[config.mk]
export PLATFORM = sky130hd
export DESIGN_NAME = fifo_sync_ctrl_flat
export DESIGN_NICKNAME = d
export VERILOG_FILES = /design/src/rtl/fifo_pkg.sv /design/src/rtl/fifo_sync_ctrl_if.sv /design/src/rtl/fifo_out_buf.sv /design/src/rtl/fifo_sync_ctrl.sv /design/src/flat_wrapper.sv
export SDC_FILE = /design/constraint.sdc
export NUM_CORES = 1
export LEC_CHECK = 0
export ABC_AREA = 1
export CAP_MARGIN = 30
export CORE_MARGIN = 8
export CORE_UTILIZATION = 52
export CTS_CLUSTER_DIAMETER = 30
export DETAILED_ROUTE_END_ITERATION = 8
export PLACE_DENSITY = 0.87
export SKIP_LAST_GASP = 1
export SLEW_MARGIN = 25
export SYNTH_ARGS = -nofsm -noshare
export SYNTH_HDL_FRONTEND = slang
export SYNTH_HIERARCHICAL = 1
export SYNTH_SLANG_ARGS = --single-unit
[constraint.sdc]
create_clock -name clk_i -period 10 [get_ports clk_i]
set_clock_uncertainty 0.15 [all_clocks]
set_input_delay 1.5 -clock clk_i [delete_from_list [all_inputs] [get_ports clk_i]]
set_output_delay 1.5 -clock clk_i [all_outputs]
set_load 0.01 [all_outputs]
[src/rtl/fifo_pkg.sv]
// Shared types and helpers for the synchronous FIFO controller.
package fifo_pkg;

    // Words held in the output buffer that hides the RAM read latency.
    localparam int unsigned OUT_BUF_DEPTH = 2;

    typedef struct packed {
        logic overflow;
        logic underflow;
    } fifo_err_t;

    // Wrapping pointer increment: depth-1 rolls back to 0.
    function automatic int unsigned ptr_inc(input int unsigned ptr, input int unsigned depth);
        return (ptr == depth - 32'd1) ? 32'd0 : ptr + 32'd1;
    endfunction

endpackage

[src/rtl/fifo_sync_ctrl_if.sv]
// Producer/consumer ready-valid streams of the FIFO controller.
interface fifo_sync_ctrl_if #(
    parameter int Width = 32
);
    logic             push_valid;
    logic             push_ready;
    logic [Width-1:0] push_data;
    logic             pop_valid;
    logic             pop_ready;
    logic [Width-1:0] pop_data;

    // Stream endpoints outside the FIFO (producer + consumer).
    modport master (
        output push_valid, push_data, pop_ready,
        input  push_ready, pop_valid, pop_data
    );

    // The FIFO controller.
    modport slave (
        input  push_valid, push_data, pop_ready,
        output push_ready, pop_valid, pop_data
    );
endinterface

[src/rtl/fifo_out_buf.sv]
// Two-entry in-order register buffer in front of the consumer.
// Load and pop in the same cycle are both honoured; the owner never
// loads when full without popping, nor pops when empty.
module fifo_out_buf
    import fifo_pkg::*;
#(
    parameter int Width = 32
) (
    input  logic             clk_i,
    input  logic             rst_ni,
    input  logic             load_i,
    input  logic [Width-1:0] load_data_i,
    input  logic             pop_i,
    output logic [Width-1:0] head_o,
    output logic [1:0]       count_o
);
    logic [Width-1:0] d0_q, d0_d, d1_q, d1_d;
    logic [1:0]       cnt_q, cnt_d;

    // Next entries/count: entry 0 is always the head.
    always_comb begin
        d0_d  = d0_q;
        d1_d  = d1_q;
        cnt_d = cnt_q;
        case ({load_i, pop_i})
            2'b10: begin
                if (cnt_q == 2'd0) d0_d = load_data_i;
                else               d1_d = load_data_i;
                cnt_d = cnt_q + 2'd1;
            end
            2'b01: begin
                d0_d  = d1_q;
                cnt_d = cnt_q - 2'd1;
            end
            2'b11: begin
                if (cnt_q == 2'd1) begin
                    d0_d = load_data_i;
                end else begin
                    d0_d = d1_q;
                    d1_d = load_data_i;
                end
            end
            default: ;
        endcase
    end

    // Buffer state register.
    always_ff @(posedge clk_i) begin
        if (!rst_ni) begin
            d0_q  <= '0;
            d1_q  <= '0;
            cnt_q <= '0;
        end else begin
            d0_q  <= d0_d;
            d1_q  <= d1_d;
            cnt_q <= cnt_d;
        end
    end

    assign head_o  = d0_q;
    assign count_o = cnt_q;
endmodule

[src/rtl/fifo_sync_ctrl.sv]
// Pointer/flag controller for a single-clock FIFO built on an external
// two-port RAM with 1-cycle registered read. A 2-entry output buffer
// hides the read latency so pops sustain one word per cycle.
// Optional macro FIFO_ERR_FLAG_EN enables sticky overflow/underflow flags.
module fifo_sync_ctrl
    import fifo_pkg::*;
#(
    parameter int Width = 32,
    parameter int Depth = 256,
    localparam int Aw = $clog2(Depth),
    localparam int Cw = $clog2(Depth + 3)
) (
    input  logic             clk_i,
    input  logic             rst_ni,
    fifo_sync_ctrl_if.slave  bus,
    output logic             ram_we_o,
    output logic [Aw-1:0]    ram_waddr_o,
    output logic [Width-1:0] ram_wdata_o,
    output logic             ram_re_o,
    output logic [Aw-1:0]    ram_raddr_o,
    input  logic [Width-1:0] ram_rdata_i,
    output logic [Cw-1:0]    count_o,
    output logic             full_o,
    output logic             empty_o,
    output logic             overflow_o,
    output logic             underflow_o
);
    localparam logic [Aw:0] RamFull = (Aw + 1)'(Depth);

    logic [Aw-1:0]    wptr_q, wptr_d, rptr_q, rptr_d;
    logic [Aw:0]      ram_cnt_q, ram_cnt_d;
    logic             rd_inflight_q, rd_inflight_d;
    logic [1:0]       buf_cnt;
    logic [Width-1:0] buf_head;
    logic [2:0]       pending;
    logic             push_ready, pop_valid, push_fire, pop_fire, ram_re;

    // Ready depends only on registered RAM occupancy, never on pop_ready.
    assign push_ready = (ram_cnt_q < RamFull);
    assign pop_valid  = (buf_cnt != 2'd0);
    assign push_fire  = bus.push_valid & push_ready;
    assign pop_fire   = pop_valid & bus.pop_ready;

    // Issue a read only if the result is guaranteed a buffer slot.
    assign pending = {1'b0, buf_cnt} + {2'b00, rd_inflight_q} - {2'b00, pop_fire};
    assign ram_re  = (ram_cnt_q != '0) && (pending < 3'(OUT_BUF_DEPTH));

    // Pointer, occupancy and in-flight next state.
    always_comb begin
        wptr_d        = wptr_q;
        rptr_d        = rptr_q;
        ram_cnt_d     = ram_cnt_q + (Aw + 1)'(push_fire) - (Aw + 1)'(ram_re);
        rd_inflight_d = ram_re;
        if (push_fire) wptr_d = Aw'(ptr_inc(32'(wptr_q), 32'(Depth)));
        if (ram_re)    rptr_d = Aw'(ptr_inc(32'(rptr_q), 32'(Depth)));
    end

    // Controller state register.
    always_ff @(posedge clk_i) begin
        if (!rst_ni) begin
            wptr_q        <= '0;
            rptr_q        <= '0;
            ram_cnt_q     <= '0;
            rd_inflight_q <= 1'b0;
        end else begin
            wptr_q        <= wptr_d;
            rptr_q        <= rptr_d;
            ram_cnt_q     <= ram_cnt_d;
            rd_inflight_q <= rd_inflight_d;
        end
    end

    fifo_out_buf #(.Width(Width)) u_out_buf (
        .clk_i       (clk_i),
        .rst_ni      (rst_ni),
        .load_i      (rd_inflight_q),
        .load_data_i (ram_rdata_i),
        .pop_i       (pop_fire),
        .head_o      (buf_head),
        .count_o     (buf_cnt)
    );

    assign bus.push_ready = push_ready;
    assign bus.pop_valid  = pop_valid;
    assign bus.pop_data   = rst_ni ? buf_head : '0;

    assign ram_we_o    = push_fire;
    assign ram_waddr_o = wptr_q;
    assign ram_wdata_o = bus.push_data;
    assign ram_re_o    = ram_re;
    assign ram_raddr_o = rptr_q;

    assign count_o = Cw'(ram_cnt_q) + Cw'(rd_inflight_q) + Cw'(buf_cnt);
    assign full_o  = !push_ready;
    assign empty_o = (count_o == '0);

`ifdef FIFO_ERR_FLAG_EN
    fifo_err_t err_q, err_d;

    // Sticky error flags, cleared only by reset.
    always_comb begin
        err_d = err_q;
        if (bus.push_valid && !push_ready) err_d.overflow  = 1'b1;
        if (bus.pop_ready && !pop_valid)   err_d.underflow = 1'b1;
    end

    // Error flag register.
    always_ff @(posedge clk_i) begin
        if (!rst_ni) err_q <= '0;
        else         err_q <= err_d;
    end

    assign overflow_o  = err_q.overflow;
    assign underflow_o = err_q.underflow;
`else
    assign overflow_o  = 1'b0;
    assign underflow_o = 1'b0;
`endif
endmodule

[src/flat_wrapper.sv]
// flat-port wrapper written by rule: the top's interface ports become plain ports
module fifo_sync_ctrl_flat import fifo_pkg::*;
#(
    parameter int Width = 32,
    parameter int Depth = 256,
    localparam int Aw = $clog2(Depth),
    localparam int Cw = $clog2(Depth + 3)
)
  (clk_i, rst_ni, ram_we_o, ram_waddr_o, ram_wdata_o, ram_re_o, ram_raddr_o, ram_rdata_i, count_o, full_o, empty_o, overflow_o, underflow_o, bus_push_valid, bus_push_data, bus_pop_ready, bus_push_ready, bus_pop_valid, bus_pop_data);
  fifo_sync_ctrl_if #(.Width(Width)) bus_i ();
  input  logic clk_i;
  input  logic rst_ni;
  output logic ram_we_o;
  output logic [Aw-1:0] ram_waddr_o;
  output logic [Width-1:0] ram_wdata_o;
  output logic ram_re_o;
  output logic [Aw-1:0] ram_raddr_o;
  input  logic [Width-1:0] ram_rdata_i;
  output logic [Cw-1:0] count_o;
  output logic full_o;
  output logic empty_o;
  output logic overflow_o;
  output logic underflow_o;
  input wire logic [$bits(bus_i.push_valid)-1:0] bus_push_valid;
  input wire logic [$bits(bus_i.push_data)-1:0] bus_push_data;
  input wire logic [$bits(bus_i.pop_ready)-1:0] bus_pop_ready;
  output wire logic [$bits(bus_i.push_ready)-1:0] bus_push_ready;
  output wire logic [$bits(bus_i.pop_valid)-1:0] bus_pop_valid;
  output wire logic [$bits(bus_i.pop_data)-1:0] bus_pop_data;
  assign bus_i.push_valid = bus_push_valid;
  assign bus_i.push_data = bus_push_data;
  assign bus_i.pop_ready = bus_pop_ready;
  assign bus_push_ready = bus_i.push_ready;
  assign bus_pop_valid = bus_i.pop_valid;
  assign bus_pop_data = bus_i.pop_data;
  fifo_sync_ctrl #(.Width(Width), .Depth(Depth)) u_core (.clk_i(clk_i), .rst_ni(rst_ni), .bus(bus_i), .ram_we_o(ram_we_o), .ram_waddr_o(ram_waddr_o), .ram_wdata_o(ram_wdata_o), .ram_re_o(ram_re_o), .ram_raddr_o(ram_raddr_o), .ram_rdata_i(ram_rdata_i), .count_o(count_o), .full_o(full_o), .empty_o(empty_o), .overflow_o(overflow_o), .underflow_o(underflow_o));
endmodule
==> insert_results.sql, run 1 <==
INSERT INTO impl_metrics (metric_group, metric, value, unit) VALUES
('synthesis', 'synth_enable_flop_cells', '0', ''),
('clock_network', 'post_cts.resized_instances', '0', ''),
('worst_setup_path', 'path_max_fanout', '12', ''),
('clock_network', 'clkTransAtPathRegs', '90', 'ps'),
('die', 'die-area', '0.0146', 'sq mm'),
('timing', 'layout_min_cycle_time', '5910', 'ps'),
('worst_setup_path', 'cp_cell_sequence', 'clkdlybuf4s50_1 > o21a_1 > ha_1 > or2_2 > fa_1 > nand2_1 > nor2_1 > nand2_2 > inv_2 > clkdlybuf4s50_1', ''),
('power', 'power.switching', '799', 'uW'),
('synthesis', 'syn-instance-count', '858', ''),
('final_layout', 'stdcell_count', '1041', ''),
('synthesis', 'synth_area_leaders', 'sky130_fd_sc_hd__dfxtp_1 (32%), sky130_fd_sc_hd__nand2_1 (12%), sky130_fd_sc_hd__inv_1 (9.8%), sky130_fd_sc_hd__nand3_1 (7.5%), sky130_fd_sc_hd__a21oi_1 (6.8%)', ''),
('placed_design', 'detailedPlacementHpwl', '9.08', 'mm'),
('final_layout', 'design.final.nets', '995', ''),
('synthesis', 'ys_async_sr_fraction', '0', ''),
('timing', 'tightestPinTransition', '831', 'ps'),
('synthesis', 'synth.most_common_cell', 'sky130_fd_sc_hd__nand2_1', ''),
('synthesis', 'synth_xor_area_frac', '0.0169', ''),
('synthesis', 'synth_simple_gate_area_share', '0.316', ''),
('die', 'die_w', '121', 'um'),
('worst_setup_path', 'critical_path_arrival', '4260', 'ps'),
('worst_setup_path', 'worstSetupEndpointType', 'primary output', ''),
('route', 'number_of_antenna_violating_nets_in_the_routed_design', '0', ''),
('synthesis', 'synth_top_family_by_area', 'simple AND/OR/NAND/NOR gates', ''),
('synthesis', 'yosysWarnings', '6', ''),
('power', 'power.combinational.fraction', '0.523', ''),
('final_layout', 'utilization', '0.615', ''),
('placed_design', 'place_inst', '1025', ''),
('worst_setup_path', 'cp-start-kind', 'primary input', ''),
('route', 'dr_total_vias', '5256', ''),
('synthesis', 'fraction_of_the_yosys_area_taken_by_sequential_cells', '0.323', ''),
('status', 'status', 'finished clean', ''),
('worst_setup_path', 'cp.required', '8350', 'ps'),
('clock_network', 'insertion_delay_of_the_later_clocked_pin_in_the_worst_skew_pair', '350', 'ps'),
('route', 'wl_per_cell', '12.9', 'um'),
('timing', 'final-setup-viol-count', '0', ''),
('power', 'clockPowerShare', '0.152', ''),
('die', 'io_pins', '165', ''),
('power', 'internal-power', '1040', 'uW'),
('route', 'drt-vias-per-instance', '5.05', ''),
('worst_setup_path', 'setup.worst_path.class', 'in -> out', ''),
('route', 'finalWirelength', '13.4', 'mm'),
('final_layout', 'finalInstanceArea', '0.00663', 'sq mm'),
('final_layout', 'diodes', '0', ''),
('power', 'seq_power_share', '0.325', ''),
('global_routing', 'grt_start_max_net_pins', '81', ''),
('clock_network', 'cts_post_setup_buffers_inserted', '0', ''),
('worst_setup_path', 'crit_path_frequent_cell', 'sky130_fd_sc_hd__clkdlybuf4s50_1', ''),
('timing', 'final.setup.tns', '0', 'ps'),
('clock_network', 'clk_path_buf_depth', '2', ''),
('flow_run', 'drv.max_cap_violation_count', '0', ''),
('synthesis', 'synth_seq_cells', '92', ''),
('synthesis', 'syn_avg_cell_area', '6.65', 'sq um'),
('route', 'firstDrtPassIters', '7', ''),
('synthesis', 'yosys_most_used_dff', 'sky130_fd_sc_hd__dfxtp_1', ''),
('clock_network', 'number_of_clock_sinks_seen_by_cts', '92', ''),
('synthesis', 'netlist_area', '0.00571', 'sq mm'),
('synthesis', 'post_synth_fa_ha_maj_area_fraction', '0.0732', ''),
('hold_path', 'hold_path_class', 'reg -> reg', ''),
('synthesis', 'muxShareOfSynthArea', '0', ''),
('synthesis', 'synth.top_cell.area_share', '0.323', ''),
('die', 'initial_core_util', '0.529', ''),
('synthesis', 'ys_types', '32', ''),
('timing', 'final-max-slew-violation-count', '0', ''),
('worst_setup_path', 'critical_path.slowest_cell', 'sky130_fd_sc_hd__clkdlybuf4s50_1', ''),
('placed_design', 'gpl.final_weighted_congestion', '0.823', ''),
('power', 'p_leak', '0.00328', 'uW'),
('placed_design', 'detailed_place.area', '0.00641', 'sq mm'),
('placed_design', 'port-buffer-count', '98', ''),
('global_routing', 'grt-ovfl-total', '0', ''),
('clock_network', 'ctsRootBufferMaster', 'sky130_fd_sc_hd__clkbuf_8', ''),
('synthesis', 'synth.largest_area_cell', 'sky130_fd_sc_hd__dfxtp_1', '');
-- stage by stage --
stage	setup WS (ps)	total power (uW)	hold slack [ps]
6_report	4090	1840	336
5_1_grt	3980	2000	363
4_1_cts	4090	1840	340
3_5_place_dp	4090	1560	318
3_3_place_gp	4140	1530	308
2_1_floorplan	5340	1280	302
-- critical path: cells and delay by family --
kind / cells / cell delay [ps]
AOI/OAI and AO/OA: 1 / 190
adders and majority gates: 2 / 730
buffers and inverters: 3 / 1220
and+or+nand+nor: 4 / 620
-- power groups by stage --
stage,Clock (uW),Combinational [uW],Sequential (uW)
2_1_floorplan,0,693,584
3_3_place_gp,0,928,600
3_5_place_dp,0,957,605
4_1_cts,285,962,597
5_1_grt,302,1080,614
6_report,279,961,597
-- cell families (layout without fill, tap and decap cells) --
family | after synthesis | after routing
AO/OA/AOI/OAI | 94 | 94
adder cells (fa/ha/maj) | 31 | 31
buffers and inverters | 228 | 270
flip-flops | 92 | 92
XOR/XNOR | 11 | 11
AND/OR/NAND/NOR | 401 | 401
other | 1 | 2
-- cell usage in the layout (no fill, tap or decap), types with 3 or more instances in the layout --
cell                              count
sky130_fd_sc_hd__inv_6                3
sky130_fd_sc_hd__inv_2                5
sky130_fd_sc_hd__inv_1              148
sky130_fd_sc_hd__nand2_1            189
sky130_fd_sc_hd__nand4_1              6
sky130_fd_sc_hd__o21ai_0              9
sky130_fd_sc_hd__clkbuf_8             9
sky130_fd_sc_hd__fa_1                 4
sky130_fd_sc_hd__ha_1                27
sky130_fd_sc_hd__nand2_2              5
sky130_fd_sc_hd__nand3b_1            32
sky130_fd_sc_hd__buf_4                3
sky130_fd_sc_hd__xor2_1               9
sky130_fd_sc_hd__dfxtp_1             92
sky130_fd_sc_hd__nor2_1              75
sky130_fd_sc_hd__a21oi_1             77
sky130_fd_sc_hd__nand3_1             86
sky130_fd_sc_hd__clkdlybuf4s50_1     97
-- flip-flops by register name (all words and copies together), names as in the netlist --
name	count
u_core/ram_raddr_o	8
u_core/u_out_buf/count_o	2
u_core/rd_inflight_q	1
u_core/ram_waddr_o	8
u_core/u_out_buf/head_o	32
u_core/u_out_buf/d1_q	32
u_core/ram_cnt_q	9
-- layout make-up --
type	count	area [sq um]
Clock inverter	7	96.3
Inverter	153	574
Multi-Input combinational cell	539	2820
Clock buffer	9	124
Tap cell	140	175
Timing Repair Buffer	101	998
Fill cell	973	4160
Sequential cell	92	1840
-- worst paths after layout --
| check | slack, ps | start | end | cells after the start |
|---|---|---|---|---|
| max | 4090 | bus_pop_ready | ram_re_o | 10 |
| min | 340 | u_core/u_out_buf/d1_q[4] | u_core/u_out_buf/d1_q[4] | 2 |
| max reg2reg | 6030 | u_core/u_out_buf/count_o[1] | u_core/ram_cnt_q[8] | 18 |
| min reg2reg | 340 | u_core/u_out_buf/d1_q[4] | u_core/u_out_buf/d1_q[4] | 2 |
-- layer usage --
layer / part of all wire / track usage / wire length, um / up-vias
li1: - / - / - / 2683
met1: 0.43 / 0.209 / 5720 / 2396
met3: 0.049 / 0.0261 / 652 / 24
met4: 0.017 / 0.0703 / 226 / 0
met2: 0.51 / 0.315 / 6830 / 153
met5: 0 / 0 / 0 / -
Power figures use the tool's default switching activity.
==> run 2, diff against run 1 <==
CORE_UTILIZATION = 48   (was 52)
PLACE_DENSITY = 0.82   (was 0.87)
clock period = 5.6 ns   (was 10 ns; I/O delays follow)
==> insert_results.sql, run 2 (same netlist as run 1, synthesis figures left out) <==
INSERT INTO impl_metrics (metric_group, metric, value, unit) VALUES
('power', 'seq_power_share', '0.312', ''),
('worst_setup_path', 'cp.required', '4610', 'ps'),
('final_layout', 'most-common-layout-cells', 'sky130_fd_sc_hd__nand2_1 (189), sky130_fd_sc_hd__inv_1 (149), sky130_fd_sc_hd__clkdlybuf4s50_1 (97)', ''),
('power', 'p_sw_frac', '0.420', ''),
('power', 'power.switching', '1430', 'uW'),
('power', 'power.combinational.fraction', '0.504', ''),
('worst_setup_path', 'cp-start-kind', 'primary input', ''),
('global_routing', 'grt-ovfl-total', '0', ''),
('worst_setup_path', 'crit_path_frequent_cell', 'sky130_fd_sc_hd__clkdlybuf4s50_1', ''),
('clock_network', 'cts_tree', 'yes', ''),
('final_layout', 'final.fill_count', '1107', ''),
('route', 'wl_per_cell', '12.7', 'um'),
('power', 'p_leak', '0.00334', 'uW'),
('status', 'status', 'finished clean', ''),
('clock_network', 'tritoncts.num_buffers', '9', ''),
('route', 'drt_iter0_markers', '277', ''),
('worst_setup_path', 'critical_path.slowest_cell', 'sky130_fd_sc_hd__clkdlybuf4s50_1', ''),
('timing', 'layout_min_cycle_time', '4600', 'ps'),
('power', 'power-per-cell-area', '504', 'mW/mm^2'),
('worst_setup_path', 'worstSetupStartpoint', 'bus_pop_ready', ''),
('route', 'drt-vias-per-instance', '4.93', ''),
('hold_path', 'hold_path_class', 'reg -> reg', ''),
('worst_setup_path', 'critPathMaxStageDelay', '570', 'ps'),
('clock_network', 'post_cts.resized_instances', '0', ''),
('timing', 'timing_hold_violations_final', '0', ''),
('final_layout', 'utilization', '0.573', ''),
('placed_design', 'place_inst', '1035', ''),
('worst_setup_path', 'path_delay_family', 'buffers and inverters', ''),
('worst_setup_path', 'cp.depth', '10', ''),
('worst_setup_path', 'path_max_fanout', '12', ''),
('die', 'fp.coreArea', '0.0118', 'sq mm'),
('die', 'core.rowCount', '40', ''),
('worst_setup_path', 'crit_buf_inv', '3', ''),
('final_layout', 'area.growth.synth_to_final', '18.6', '%'),
('timing', 'layout_worst_path_cycle_share', '0.821', ''),
('worst_setup_path', 'worstSetupEndpointType', 'primary output', ''),
('global_routing', 'antenna_found_initial', '0', ''),
('worst_setup_path', 'endpoint', 'ram_re_o', ''),
('timing', 'final-max-slew-violation-count', '0', ''),
('route', 'dr_total_vias', '5182', ''),
('clock_network', 'clkTransAtPathRegs', '60', 'ps'),
('worst_setup_path', 'cp_cell_sequence', 'clkdlybuf4s50_1 > o21a_1 > ha_1 > or2_2 > fa_1 > nand2_1 > nor2_1 > nand2_2 > inv_2 > clkdlybuf4s50_1', ''),
('timing', 'final-setup-viol-count', '0', ''),
('timing', 'final.setup.tns', '0', 'ps'),
('die', 'die_w', '125', 'um'),
('die', 'initial_core_util', '0.483', ''),
('timing', 'max_clock_freq', '217', 'MHz'),
('global_routing', 'grt_start_max_net_pins', '66', ''),
('final_layout', 'design.final.nets', '999', ''),
('final_layout', 'stdcell_count', '1052', ''),
('worst_setup_path', 'r2r_cells', '18', ''),
('power', 'internal-power', '1980', 'uW'),
('global_routing', 'grt_pass1_wl', '22.4', 'mm'),
('clock_network', 'htree_num_levels', '3', ''),
('die', 'die-area', '0.0156', 'sq mm'),
('final_layout', 'finalInstanceArea', '0.00677', 'sq mm'),
('placed_design', 'gpl.final_weighted_congestion', '0.824', ''),
('global_routing', 'grt_use_total', '0.169', ''),
('clock_network', 'cts.hold.buffers_added', '0', ''),
('timing', 'fin_ws', '1000', 'ps'),
('worst_setup_path', 'reg2reg_to', 'u_core/ram_cnt_q[6]', ''),
('power', 'clockPowerShare', '0.183', ''),
('placed_design', 'detailedPlacementHpwl', '9.00', 'mm'),
('final_layout', 'layout.cells.most_common', 'sky130_fd_sc_hd__nand2_1', ''),
('placed_design', 'detailed_place.area', '0.00644', 'sq mm'),
('route', 'firstDrtPassIters', '5', ''),
('timing', 'grt_setup_unrepaired', 'false', ''),
('power', 'worst_ir_drop_vdd', '0.201', 'mV'),
('worst_setup_path', 'setup.worst_path.class', 'in -> out', ''),
('placed_design', 'port-buffer-count', '98', ''),
('final_layout', 'post_route_cells_drive_above_1_share', '0.0475', ''),
('route', 'route.detailed.drc', '0', ''),
('placed_design', 'setup_slack_after_placement', '1000', 'ps'),
('worst_setup_path', 'critical_path_arrival', '3610', 'ps'),
('global_routing', 'first_global_vias', '4933', ''),
('worst_setup_path', 'timing.reg2reg.setup_slack', '1740', 'ps'),
('route', 'finalWirelength', '13.4', 'mm'),
('timing', 'tightestPinTransition', '736', 'ps'),
('die', 'io_pins', '165', ''),
('clock_network', 'cts_post_setup_buffers_inserted', '0', ''),
('worst_setup_path', 'critical_path.reg2reg.startpoint', 'u_core/u_out_buf/count_o[1]', ''),
('route', 'number_of_antenna_violating_nets_in_the_routed_design', '0', ''),
('clock_network', 'insertion_delay_of_the_later_clocked_pin_in_the_worst_skew_pair', '340', 'ps'),
('timing', 'slew_headroom', '0.507', ''),
('flow_run', 'drv.max_cap_violation_count', '0', ''),
('clock_network', 'number_of_clock_sinks_seen_by_cts', '92', ''),
('die', 'floorplan.die.height', '125', 'um'),
('clock_network', 'ctsRootBufferMaster', 'sky130_fd_sc_hd__clkbuf_16', ''),
('final_layout', 'diodes', '0', ''),
('clock_network', 'clk_path_buf_depth', '2', '');
[run 2: tightest hold or removal path, cell delays in order, from the launching register on]
cell and delay [ps]:
sky130_fd_sc_hd__dfxtp_1 330, sky130_fd_sc_hd__a21oi_1 40, sky130_fd_sc_hd__nor2_1 80
[run 2: cell type report]
class | count | area [sq um] | area share
timing repair buffer | 105 | 1040 | 0.154
multi-input combinational | 539 | 2820 | 0.416
inverter | 153 | 574 | 0.0848
sequential | 92 | 1840 | 0.272
clock inverter | 5 | 57.6 | 0.00850
clock buffer | 11 | 253 | 0.0373
tap | 147 | 184 | 0.0272
[run 2: layer usage]
metal | track usage | share of wire | up-vias
met1 | 0.190 | 0.42 | 2305
met3 | 0.0433 | 0.063 | 26
met4 | 0.0681 | 0.018 | 0
met2 | 0.299 | 0.49 | 156
li1 | - | - | 2695
met5 | 0 | 0 | -
[run 2: worst min-delay path by stage]
stage                                    from                   endpoint  slack (ps)  cells after the start
CTS                 u_core/u_out_buf/d1_q[16]  u_core/u_out_buf/d1_q[16]         340                      2
global placement    u_core/u_out_buf/d1_q[26]  u_core/u_out_buf/d1_q[26]         310                      2
finish              u_core/u_out_buf/d1_q[27]  u_core/u_out_buf/d1_q[27]         330                      2
floorplan            u_core/u_out_buf/d1_q[0]   u_core/u_out_buf/d1_q[0]         300                      2
global route         u_core/u_out_buf/d1_q[1]   u_core/u_out_buf/d1_q[1]         360                      2
detailed placement  u_core/u_out_buf/d1_q[21]  u_core/u_out_buf/d1_q[21]         320                      2
[run 2: metrics by stage]
stage / power (uW) / hold slack (ps)
after detailed placement: 2790 / 319
after floorplan: 2280 / 302
after global placement: 2750 / 309
after global routing: 3720 / 362
final: 3410 / 331
after CTS: 3440 / 336
[run 2: power groups by stage]
stage / clock network [uW] / logic, uW / registers [uW]
floorplan: 0 / 1240 / 1040
global placement: 0 / 1670 / 1070
detailed placement: 0 / 1710 / 1080
CTS: 643 / 1730 / 1070
global route: 671 / 1950 / 1100
finish: 626 / 1720 / 1070
==> run 3, diff against run 2 <==
clock period = 4.5 ns   (was 5.6 ns; I/O delays follow)
==> insert_results.sql, run 3 (same netlist as run 1, synthesis figures left out) <==
INSERT INTO impl_metrics (metric_group, metric, value, unit) VALUES
('clock_network', 'tritoncts.num_buffers', '9', ''),
('timing', 'final.setup.tns', '0', 'ps'),
('final_layout', 'diodes', '0', ''),
('placed_design', 'detailed_place.area', '0.00649', 'sq mm'),
('global_routing', 'first_global_vias', '4849', ''),
('timing', 'tightestPinTransition', '769', 'ps'),
('power', 'p_sw_frac', '0.418', ''),
('final_layout', 'design.final.nets', '1003', ''),
('timing', 'layout_min_cycle_time', '4070', 'ps'),
('worst_setup_path', 'timing.reg2reg.setup_slack', '840', 'ps'),
('route', 'drt_iter0_markers', '328', ''),
('placed_design', 'gpl.final_weighted_congestion', '0.804', ''),
('clock_network', 'cts_post_setup_buffers_inserted', '0', ''),
('flow_run', 'drv.max_cap_violation_count', '0', ''),
('die', 'fp.coreArea', '0.0118', 'sq mm'),
('global_routing', 'grt-ovfl-total', '0', ''),
('placed_design', 'port-buffer-count', '98', ''),
('route', 'drt-vias-per-instance', '4.95', ''),
('timing', 'layout_worst_path_cycle_share', '0.905', ''),
('timing', 'slew_headroom', '0.486', ''),
('final_layout', 'post_route_cells_drive_above_1_share', '0.0506', ''),
('clock_network', 'cts_tree', 'yes', ''),
('worst_setup_path', 'worstSetupEndpointType', 'primary output', ''),
('hold_path', 'hold_path_class', 'reg -> reg', ''),
('clock_network', 'clkTransAtPathRegs', '60', 'ps'),
('clock_network', 'cts.hold.buffers_added', '0', ''),
('status', 'status', 'finished clean', ''),
('route', 'dr_total_vias', '5230', ''),
('power', 'power-per-cell-area', '631', 'mW/mm^2'),
('timing', 'fin_ws', '429', 'ps'),
('power', 'worst_ir_drop_vdd', '0.267', 'mV'),
('clock_network', 'insertion_delay_of_the_later_clocked_pin_in_the_worst_skew_pair', '340', 'ps'),
('power', 'clockPowerShare', '0.178', ''),
('timing', 'final-setup-viol-count', '0', ''),
('global_routing', 'grt_start_max_net_pins', '65', ''),
('route', 'number_of_antenna_violating_nets_in_the_routed_design', '0', ''),
('route', 'finalWirelength', '13.5', 'mm'),
('worst_setup_path', 'setup.worst_path.class', 'in -> out', ''),
('power', 'power.switching', '1790', 'uW'),
('timing', 'max_clock_freq', '246', 'MHz'),
('clock_network', 'clk_path_buf_depth', '2', ''),
('worst_setup_path', 'path_max_fanout', '5', ''),
('clock_network', 'post_cts.resized_instances', '0', ''),
('clock_network', 'number_of_clock_sinks_seen_by_cts', '92', ''),
('die', 'die-area', '0.0156', 'sq mm'),
('global_routing', 'grt_pass1_wl', '22.7', 'mm'),
('final_layout', 'layout.cells.most_common', 'sky130_fd_sc_hd__nand2_1', ''),
('power', 'fin_total_pwr', '4290', 'uW'),
('final_layout', 'final.fill_count', '1144', ''),
('route', 'wl_per_cell', '12.8', 'um'),
('timing', 'final-max-slew-violation-count', '0', ''),
('placed_design', 'detailedPlacementHpwl', '9.23', 'mm'),
('global_routing', 'grt_use_total', '0.169', ''),
('timing', 'grt_setup_unrepaired', 'false', ''),
('power', 'internal-power', '2500', 'uW'),
('power', 'p_leak', '0.00336', 'uW'),
('die', 'die_w', '125', 'um'),
('die', 'core.rowCount', '40', ''),
('die', 'initial_core_util', '0.483', ''),
('power', 'power.combinational.fraction', '0.513', ''),
('die', 'floorplan.die.height', '125', 'um'),
('route', 'firstDrtPassIters', '5', ''),
('die', 'io_pins', '165', ''),
('clock_network', 'ctsRootBufferMaster', 'sky130_fd_sc_hd__clkbuf_16', ''),
('placed_design', 'setup_slack_after_placement', '249', 'ps'),
('worst_setup_path', 'cp-start-kind', 'primary input', ''),
('final_layout', 'finalInstanceArea', '0.00679', 'sq mm'),
('route', 'route.detailed.drc', '0', ''),
('final_layout', 'most-common-layout-cells', 'sky130_fd_sc_hd__nand2_1 (189), sky130_fd_sc_hd__inv_1 (149), sky130_fd_sc_hd__clkdlybuf4s50_1 (97)', ''),
('timing', 'timing_hold_violations_final', '0', ''),
('power', 'seq_power_share', '0.309', ''),
('global_routing', 'antenna_found_initial', '0', ''),
('worst_setup_path', 'cp.required', '3670', 'ps'),
('worst_setup_path', 'critical_path_arrival', '3250', 'ps'),
('clock_network', 'htree_num_levels', '3', ''),
('final_layout', 'area.growth.synth_to_final', '19.0', '%');
==> run 3: cell count changes in the layout (fill, tap and decap cells not counted) <==
| cell | change |
|---|---|
| sky130_fd_sc_hd__buf_4 | +4 |
| sky130_fd_sc_hd__clkbuf_1 | +1 |
| sky130_fd_sc_hd__clkinvlp_4 | +1 |
| sky130_fd_sc_hd__inv_6 | -2 |
==> run 3: power by group through the flow <==
stage               logic [uW]  clock network (uW)  registers [uW]
CTS                       2210                 786            1320
finish                    2200                 764            1330
floorplan                 1540                   0            1300
detailed placement        2190                   0            1340
global route              2510                 816            1360
global placement          2130                   0            1330
==> run 3: path summary, 6_finish.rpt <==
kind | from | cells after the start | to
worst max-delay path | bus_pop_ready | 10 | ram_re_o
worst min-delay path | u_core/u_out_buf/d1_q[18] | 2 | u_core/u_out_buf/d1_q[18]
worst max register to register | u_core/u_out_buf/count_o[1] | 17 | u_core/ram_cnt_q[6]
worst min register to register | u_core/u_out_buf/d1_q[18] | 2 | u_core/u_out_buf/d1_q[18]
==> run 3: per-stage QoR <==
stage,instances,hold WS (ps),util
final,1056,330,0.575
after global routing,1056,355,0.575
after CTS,1056,333,0.575
after detailed placement,1040,318,0.549
after global placement,1040,309,0.549
after floorplan,859,302,-
==> run 3: routing by layer <==
metal,track usage,wire length [um],vias to the layer above
met5,0,0,-
met4,0.0752,264,0
met3,0.0280,580,28
met2,0.297,6570,117
met1,0.199,6090,2386
li1,-,-,2699
==> run 3: cell type report <==
| type | count | area, sq um | share of cell area |
|---|---|---|---|
| clock buffers | 12 | 256 | 0.0378 |
| clock inverters | 4 | 47.5 | 0.00700 |
| inverters | 153 | 574 | 0.0845 |
| multi-input cells | 539 | 2820 | 0.415 |
| flip-flops and latches | 92 | 1840 | 0.271 |
| well taps | 147 | 184 | 0.0271 |
| repair buffers | 109 | 1070 | 0.158 |
==> run 3: critical path: stages <==
cell	delay (ps)
sky130_fd_sc_hd__clkdlybuf4s50_1	460
sky130_fd_sc_hd__o21a_1	180
sky130_fd_sc_hd__ha_1	240
sky130_fd_sc_hd__or2_2	300
sky130_fd_sc_hd__fa_1	490
sky130_fd_sc_hd__nand2_1	50
sky130_fd_sc_hd__nor2_1	110
sky130_fd_sc_hd__nand2_2	70
sky130_fd_sc_hd__inv_2	90
sky130_fd_sc_hd__clkdlybuf4s50_1	570
